## config.mk

```make
export PLATFORM = sky130hd
export DESIGN_NAME = instruction_memory_loader
export DESIGN_NICKNAME = d
export VERILOG_FILES = /design/src/rtl/instruction_memory_loader_pkg.sv /design/src/rtl/instruction_memory_loader_word_byte_serializer.sv /design/src/rtl/instruction_memory_loader.sv
export SDC_FILE = /design/constraint.sdc
export NUM_CORES = 1
export LEC_CHECK = 0
export BUFFER_PORTS_ARGS = -buffer_cell sky130_fd_sc_hd__buf_4
export CAP_MARGIN = 20
export CORE_ASPECT_RATIO = 1.1
export CORE_MARGIN = 5
export CORE_UTILIZATION = 56
export CTS_CLUSTER_SIZE = 12
export DETAILED_ROUTE_END_ITERATION = 8
export HOLD_SLACK_MARGIN = 0.06
export PLACE_DENSITY = 0.8
export SYNTH_ARGS = -nofsm -noshare
export SYNTH_HDL_FRONTEND = slang
export SYNTH_SLANG_ARGS = --single-unit
```

## constraint.sdc

```tcl
create_clock -name clk -period 3.64 [get_ports clk]
set_input_delay 0.364 -clock clk [delete_from_list [all_inputs] [get_ports clk]]
set_output_delay 0.364 -clock clk [all_outputs]
set_load 0.1 [all_outputs]
```

## src/rtl/instruction_memory_loader_pkg.sv

```systemverilog
// Shared types for the instruction memory loader: FSM state encoding and byte-lane index width.
package instruction_memory_loader_pkg;

  localparam int unsigned IDX_W = 2;

  typedef enum logic [1:0] {
    ST_IDLE  = 2'd0,
    ST_WAIT  = 2'd1,
    ST_WRITE = 2'd2,
    ST_DONE  = 2'd3
  } state_e;

endpackage

```

## src/rtl/instruction_memory_loader_word_byte_serializer.sv

```systemverilog
// Selects one little-endian byte lane of a 32-bit word (lane 0 = bits [7:0]).
module word_byte_serializer
  import instruction_memory_loader_pkg::*;
(
  input  logic [31:0]      word,
  input  logic [IDX_W-1:0] idx,
  output logic [7:0]       byte_out
);

  always_comb begin
    byte_out = word[8*idx +: 8];
  end

endmodule

```

## src/rtl/instruction_memory_loader.sv

```systemverilog
// Accepts 32-bit words on a valid/ready stream and writes each as four little-endian byte
// writes into the instruction memory; flags end-of-program and capacity overflow.
module instruction_memory_loader
  import instruction_memory_loader_pkg::*;
#(
  parameter int unsigned ADDR_W    = 64,
  parameter int unsigned MEM_BYTES = 16
) (
  input  logic              clk,
  input  logic              reset,
  input  logic              start,
  input  logic [ADDR_W-1:0] base_addr,
  input  logic [31:0]       word_in,
  input  logic              word_valid,
  input  logic              word_last,
  output logic              word_ready,
  output logic              mem_we,
  output logic [ADDR_W-1:0] mem_addr,
  output logic [7:0]        mem_wdata,
  output logic              busy,
  output logic              done,
  output logic              overflow
);

  localparam logic [ADDR_W:0] CAPACITY = (ADDR_W+1)'(MEM_BYTES);
  localparam logic [ADDR_W:0] WORD_SZ  = (ADDR_W+1)'(4);

  state_e             state_q, state_d;
  logic [IDX_W-1:0]   idx_q, idx_d;
  logic [ADDR_W-1:0]  ptr_q, ptr_d;
  logic [31:0]        word_q, word_d;
  logic               last_q, last_d;
  logic               mem_we_q, mem_we_d;
  logic [ADDR_W-1:0]  mem_addr_q, mem_addr_d;
  logic [7:0]         mem_wdata_q, mem_wdata_d;
  logic               done_q, done_d;
  logic               overflow_q, overflow_d;

  logic [7:0]         lane_byte;
  logic [ADDR_W:0]    end_sum;

  word_byte_serializer u_ser (
    .word     (word_q),
    .idx      (idx_q),
    .byte_out (lane_byte)
  );

  // One extra bit so a pointer near the top of the address space cannot wrap past the check.
  assign end_sum = {1'b0, ptr_q} + WORD_SZ;

  always_comb begin
    state_d     = state_q;
    idx_d       = idx_q;
    ptr_d       = ptr_q;
    word_d      = word_q;
    last_d      = last_q;
    mem_we_d    = 1'b0;
    mem_addr_d  = mem_addr_q;
    mem_wdata_d = mem_wdata_q;
    done_d      = 1'b0;
    overflow_d  = overflow_q;
    word_ready  = (state_q == ST_WAIT);
    busy        = (state_q != ST_IDLE);

    unique case (state_q)
      ST_IDLE: begin
        if (start) begin
          ptr_d      = {base_addr[ADDR_W-1:2], 2'b00};
          overflow_d = 1'b0;
          state_d    = ST_WAIT;
        end
      end
      ST_WAIT: begin
        if (word_valid) begin
          word_d = word_in;
          last_d = word_last;
          if (end_sum > CAPACITY) begin
            overflow_d = 1'b1;
            state_d    = ST_IDLE;
          end else begin
            idx_d   = '0;
            state_d = ST_WRITE;
          end
        end
      end
      ST_WRITE: begin
        mem_we_d    = 1'b1;
        mem_addr_d  = ptr_q;
        mem_wdata_d = lane_byte;
        ptr_d       = ptr_q + 1'b1;
        idx_d       = idx_q + 1'b1;
        if (idx_q == '1) begin
          state_d = last_q ? ST_DONE : ST_WAIT;
        end
      end
      ST_DONE: begin
        done_d  = 1'b1;
        state_d = ST_IDLE;
      end
      default: state_d = ST_IDLE;
    endcase
  end

  always_ff @(posedge clk) begin
    if (reset) begin
      state_q     <= ST_IDLE;
      idx_q       <= '0;
      ptr_q       <= '0;
      word_q      <= '0;
      last_q      <= 1'b0;
      mem_we_q    <= 1'b0;
      mem_addr_q  <= '0;
      mem_wdata_q <= '0;
      done_q      <= 1'b0;
      overflow_q  <= 1'b0;
    end else begin
      state_q     <= state_d;
      idx_q       <= idx_d;
      ptr_q       <= ptr_d;
      word_q      <= word_d;
      last_q      <= last_d;
      mem_we_q    <= mem_we_d;
      mem_addr_q  <= mem_addr_d;
      mem_wdata_q <= mem_wdata_d;
      done_q      <= done_d;
      overflow_q  <= overflow_d;
    end
  end

  assign mem_we    = mem_we_q;
  assign mem_addr  = mem_addr_q;
  assign mem_wdata = mem_wdata_q;
  assign done      = done_q;
  assign overflow  = overflow_q;

endmodule
```

==> results of run 1 <==
-- sequential cells by signal (all words and copies together), names as in the netlist --
register	count
mem_addr	64
ptr_q	64
word_q	32
mem_wdata	8
idx_q	2
state_q	2
done	1
last_q	1
mem_we	1
overflow	1
-- power breakdown --
group,internal [mW],switching [mW],leakage [nW]
Combinational,0.226,0.286,2.61
Sequential,1.99,0.0965,1.44
Clock,1.06,0.919,0.313
Total,3.28,1.30,4.36
-- synth_stat cells (all sizes together) (11+ instances only) --
cell	count	area, sq um
nand2	300	1126
dfxtp	176	3523
a21oi	171	855.8
nor2	117	446.7
clkbuf	81	405.4
nor3	52	271.5
nand4	45	330.3
o21ai	43	215.2
nor4	38	299.0
buf	33	209.0
nand3	33	165.2
xnor2	16	140.1
inv	14	52.55
and4	13	116.4
xor2	11	96.34
-- cells by family (layout without fill, tap and decap cells) --
family          after synthesis  count (layout)  share of synthesized area [%]
compound gates              290             290                          17.51
fa+ha+maj                     3               3                         0.3927
flops                       176             176                          36.86
xor+xnor                     27              27                          2.474
mux                          14              14                          2.526
simple gates                656             656                          33.15
buf+inv                     129             294                          7.081
-- per-stage QoR --
step,setup slack [ns],cells
final,0.1069,1668
after global placement,0.1024,1636
after floorplan,0.3436,1295
after CTS,0.0004654,1668
after detailed placement,0.02818,1636
after global routing,0.01010,1668
-- area by class of cell --
class | count | area, sq um
Clock buffer | 17 | 425.4
Clock inverter | 15 | 220.2
Fill cell | 1486 | 5139
Inverter | 14 | 52.55
Multi-Input combinational cell | 990 | 5381
Sequential cell | 176 | 3538
Tap cell | 208 | 260.3
Timing Repair Buffer | 248 | 1874
-- worst register-to-register path, stage by stage (launching register included) --
cell     delay [ns]
dfxtp_2        0.42
nand2_1        0.11
or4_1          0.65
nor3_4         0.22
mux2_2         0.35
o21a_1         0.19
or4_1          0.52
or4_4          0.47
nor4_4         0.34
o21ai_1        0.14
-- worst max path at each step --
stage                         start        to  slack (ns)  depth (start not counted)
final                     ptr_q[22]  idx_q[0]        0.11                          9
after global routing      ptr_q[22]  idx_q[0]        0.01                          9
after CTS                  ptr_q[3]  idx_q[0]      0.0005                          9
after detailed placement   ptr_q[2]  idx_q[0]        0.03                          9
after global placement     ptr_q[2]  idx_q[0]        0.10                          9
after floorplan           ptr_q[17]  idx_q[0]        0.34                         10
-- layer usage --
| layer | up-vias | GRT usage [%] |
|---|---|---|
| met1 | 4775 | 42.89 |
| li1 | 4874 | - |
| met3 | 80 | 5.925 |
| met2 | 485 | 53.17 |
| met5 | - | 0 |
| met4 | 0 | 10.74 |
==> impl_metrics.ini, run 1 <==
[placed_design]
gp_congestion = 1.018
dpl_cell_area_sq_mm = 0.01109
port_buffers = 175
dp_hpwl_um = 23710

[timing]
setup_tns_ns = 0
fin_crit_ns = 3.533
hold_slack_ns = 0.1507
worst_pin_slew_ns = 1.056
max_freq_mhz = 283.0
setup_viol = 0
fin_crit_sh_pct = 97.06
hold_violations = 0
relSlewSlack_pct = 29.45
rsz0062_at_grt = no
drv_slew = 0
finalClockSkew_ns = 0.01096

[routing]
drt-vias-per-instance = 6.124
drc = 0
first_iter_violations = 1125
vias = 10214
ant_nets = 0
drtPass1Iterations = 7
drt-wirelength-per-cell_um = 19.41
wl_met2_um = 15460
routed_wl_um = 32370
drt-met1-wl_um = 13420
top_layer_used = met4
wl_met3_um = 2509

[synthesis]
synth_cell_type_count = 76
synth_ff_type = dfxtp_1
synth_nets = 1399
synthArstFlopShare_pct = 0
synth_area_per_cell_sq_um = 7.382
ys_seq_elements = 176
ys_warn_count = 0
synth-edff-count = 0
seq_area_frac_synth_pct = 36.86
synth_area_sq_mm = 0.009559
synth_cells = 1295

[final_layout]
diodes = 0
layout_commonest_cell = nand2_1
area_growth_pct = 22.94
final_nets = 1551
final_cell_mix = nand2_1 (300), buf_4 (247), a21oi_1 (171)
fin_util_pct = 69.58
final_area_sq_mm = 0.01175
drive_gt1_share_pct = 22.74

[critical_path]
critPathCaptureType = flip-flop
cp_common_cell = or4_1
slowest_stage = or4_1
arrival_ns = 3.85
worst_ep_required_time_ns = 3.96
critical_path.top_delay_family = simple AND/OR/NAND/NOR gates
reg2reg_slack_ns = 0.11
r2r_cells = 9
reg2reg_to = idx_q[0]
worstSetupPathType = flip-flop to flip-flop
slowest_delay_ns = 0.65
cp_num_buf_inv = 0
worst-path-max-fanout = 7
reg2reg_from = ptr_q[22]
critPathLaunchType = flip-flop
path_cells = nand2_1 > or4_1 > nor3_4 > mux2_2 > o21a_1 > or4_1 > or4_4 > nor4_4 > o21ai_1

[clock_tree]
ctsHoldBuffers = 0
cts_buffers = 17
htree_levels = 4
cts_tree = built
clock-sinks = 176
cts_resized = 1
ctsRootBufferMaster = clkbuf_16
clk_path_buf_depth = 2
clk_pin_slew_ns = 0.07
post_cts_buffers = 0
worstSkewPairLatency_ns = 0.44

[hold_path]
hold_depth = 3
min_path_type = input pin to flip-flop
worstHoldStart = base_addr[43]
holdPathEnd = ptr_q[43]

[grt]
antenna_found_initial = 0
overflow = 0
grt_max_degree = 78
grt_pass1_vias = 9676
track_usage_pct = 32.30
grt_pass1_wl_um = 51270

[floorplan]
core_sq_mm = 0.01689
initial_core_util_pct = 56.59
die_h_um = 147.0
row_count = 50
die_area_sq_mm = 0.01979
ios = 178
fp.dieW_um = 134.6

[power]
power_mw = 4.579
p_leak_nw = 4.361
p_per_area_mw_per_mm2 = 389.6
ir_drop_mv = 0.3250

[run_status]
status = complete, no violations

[job]
drv_cap = 0
(Power assumes the default switching activity.)
==> inputs of run 2 (changes only) <==
==> constraint.sdc (replaced) <==
create_clock -name clk -period 3.7 [get_ports clk]
set_input_delay 0.37 -clock clk [delete_from_list [all_inputs] [get_ports clk]]
set_output_delay 0.37 -clock clk [all_outputs]
set_load 0.1 [all_outputs]
==> impl_metrics.ini, run 2 (synthesis results as in run 1) <==
[routing]
ant_nets = 0
drc = 0
drt-wirelength-per-cell_um = 19.33
first_iter_violations = 1112
drt-vias-per-instance = 6.144
routed_wl_um = 32040
vias = 10181
drtPass1Iterations = 6

[floorplan]
row_count = 50
initial_core_util_pct = 56.59
ios = 178
core_sq_mm = 0.01689
die_area_sq_mm = 0.01979
die_h_um = 147.0
fp.dieW_um = 134.6

[final_layout]
final_nets = 1540
area_growth_pct = 21.78
fin_util_pct = 68.92
final_cell_mix = nand2_1 (300), buf_4 (235), dfxtp_1 (175)
layout_commonest_cell = nand2_1
diodes = 0
finalNonFillerCells = 1657
drive_gt1_share_pct = 21.53

[job]
drv_cap = 0

[timing]
timing.final.ws_setup_ns = 0.1071
finalClockSkew_ns = 0.01576
relSlewSlack_pct = 31.75
setup_tns_ns = 0
hold_violations = 0
rsz0062_at_grt = no
max_freq_mhz = 278.3
setup_viol = 0
drv_slew = 0
worst_pin_slew_ns = 1.021
fin_crit_sh_pct = 97.11
fin_crit_ns = 3.593

[placed_design]
dp_hpwl_um = 23230
port_buffers = 175
dpl.cell_count = 1625
dp_slack_ns = 0.1215
gp_congestion = 1.010

[critical_path]
worst-path-max-fanout = 8
cp_common_cell = or4_4
slowest_delay_ns = 0.60
arrival_ns = 3.91
critPathLaunchType = flip-flop
worstSetupPathType = flip-flop to flip-flop
path_cells = nand4_4 > or4_4 > nor3_4 > mux2_2 > o21a_1 > or4_1 > or4_4 > nor4_4 > o21ai_1
slowest_stage = or4_4
critPathCaptureType = flip-flop
worst_ep_required_time_ns = 4.01

[grt]
track_usage_pct = 32.24
grt_pass1_wl_um = 51450
antenna_found_initial = 0
overflow = 0
grt_max_degree = 79
grt_pass1_vias = 9678

[power]
p_per_area_mw_per_mm2 = 382.8
ir_drop_mv = 0.3208
p_leak_nw = 4.295

[clock_tree]
post_cts_buffers = 0
cts_buffers = 17
cts_resized = 0
worstSkewPairLatency_ns = 0.44
clock-sinks = 176
ctsRootBufferMaster = clkbuf_16
ctsHoldBuffers = 0
clk_path_buf_depth = 2
cts_tree = built
clk_pin_slew_ns = 0.07
htree_levels = 4

[hold_path]
min_path_type = input pin to flip-flop

[run_status]
status = complete, no violations
==> run 2: changes by cell type in the layout (fill, tap and decap cells not counted), sizes merged <==
cell      previous run  this run
clkinv               8         3
buf                248       237
inv                 19        20
clkinvlp             0         1
clkbuf              17        20
==> run 2: final cells by class <==
class,count,area [sq um]
clock inverters,12,166.4
clock buffers,20,456.7
multi-input cells,990,5376
fillers,1481,5250
inverters,14,52.55
flip-flops and latches,176,3525
repair buffers,237,1804
well taps,208,260.3
==> run 2: report_power, final <==
part / switching (mW) / internal, mW / total [mW]
sequential: 0.0983 / 1.96 / 2.06
combinational: 0.276 / 0.221 / 0.496
clock: 0.842 / 1.06 / 1.90
total: 1.22 / 3.24 / 4.46
==> run 2: layer usage <==
metal	vias to the layer above	GRT usage (%)	share of wire (%)
met3	71	6.199	8.3
met2	504	52.31	47
met5	-	0	0
met4	0	10.64	2.8
li1	4842	-	-
met1	4764	43.31	42
==> run 2: path summary, 6_finish.rpt <==
path	from	endpoint	slack [ns]	cells past startpoint
min reg2reg	mem_addr[30]	mem_addr[30]	0.45	2
max reg2reg	ptr_q[3]	idx_q[0]	0.11	9
max	ptr_q[3]	idx_q[0]	0.11	9
min	base_addr[2]	ptr_q[2]	0.17	3
==> run 2: through the flow <==
| stage | cell area, sq um | hold WS [ns] | total power, mW |
|---|---|---|---|
| floorplan | 9559 | 0.4331 | 2.387 |
| global placement | 11020 | 0.4393 | 2.576 |
| detailed placement | 11020 | 0.4471 | 2.583 |
| CTS | 11640 | 0.1585 | 4.464 |
| global route | 11640 | 0.1704 | 4.614 |
| finish | 11640 | 0.1706 | 4.457 |
==> run 2: critical path, delay by kind of cell, from the launching register on <==
kind / cells / cell delay, ns
flip-flops: 1 / 0.49
AO/OA/AOI/OAI: 2 / 0.29
multiplexers: 1 / 0.36
AND/OR/NAND/NOR: 6 / 2.33
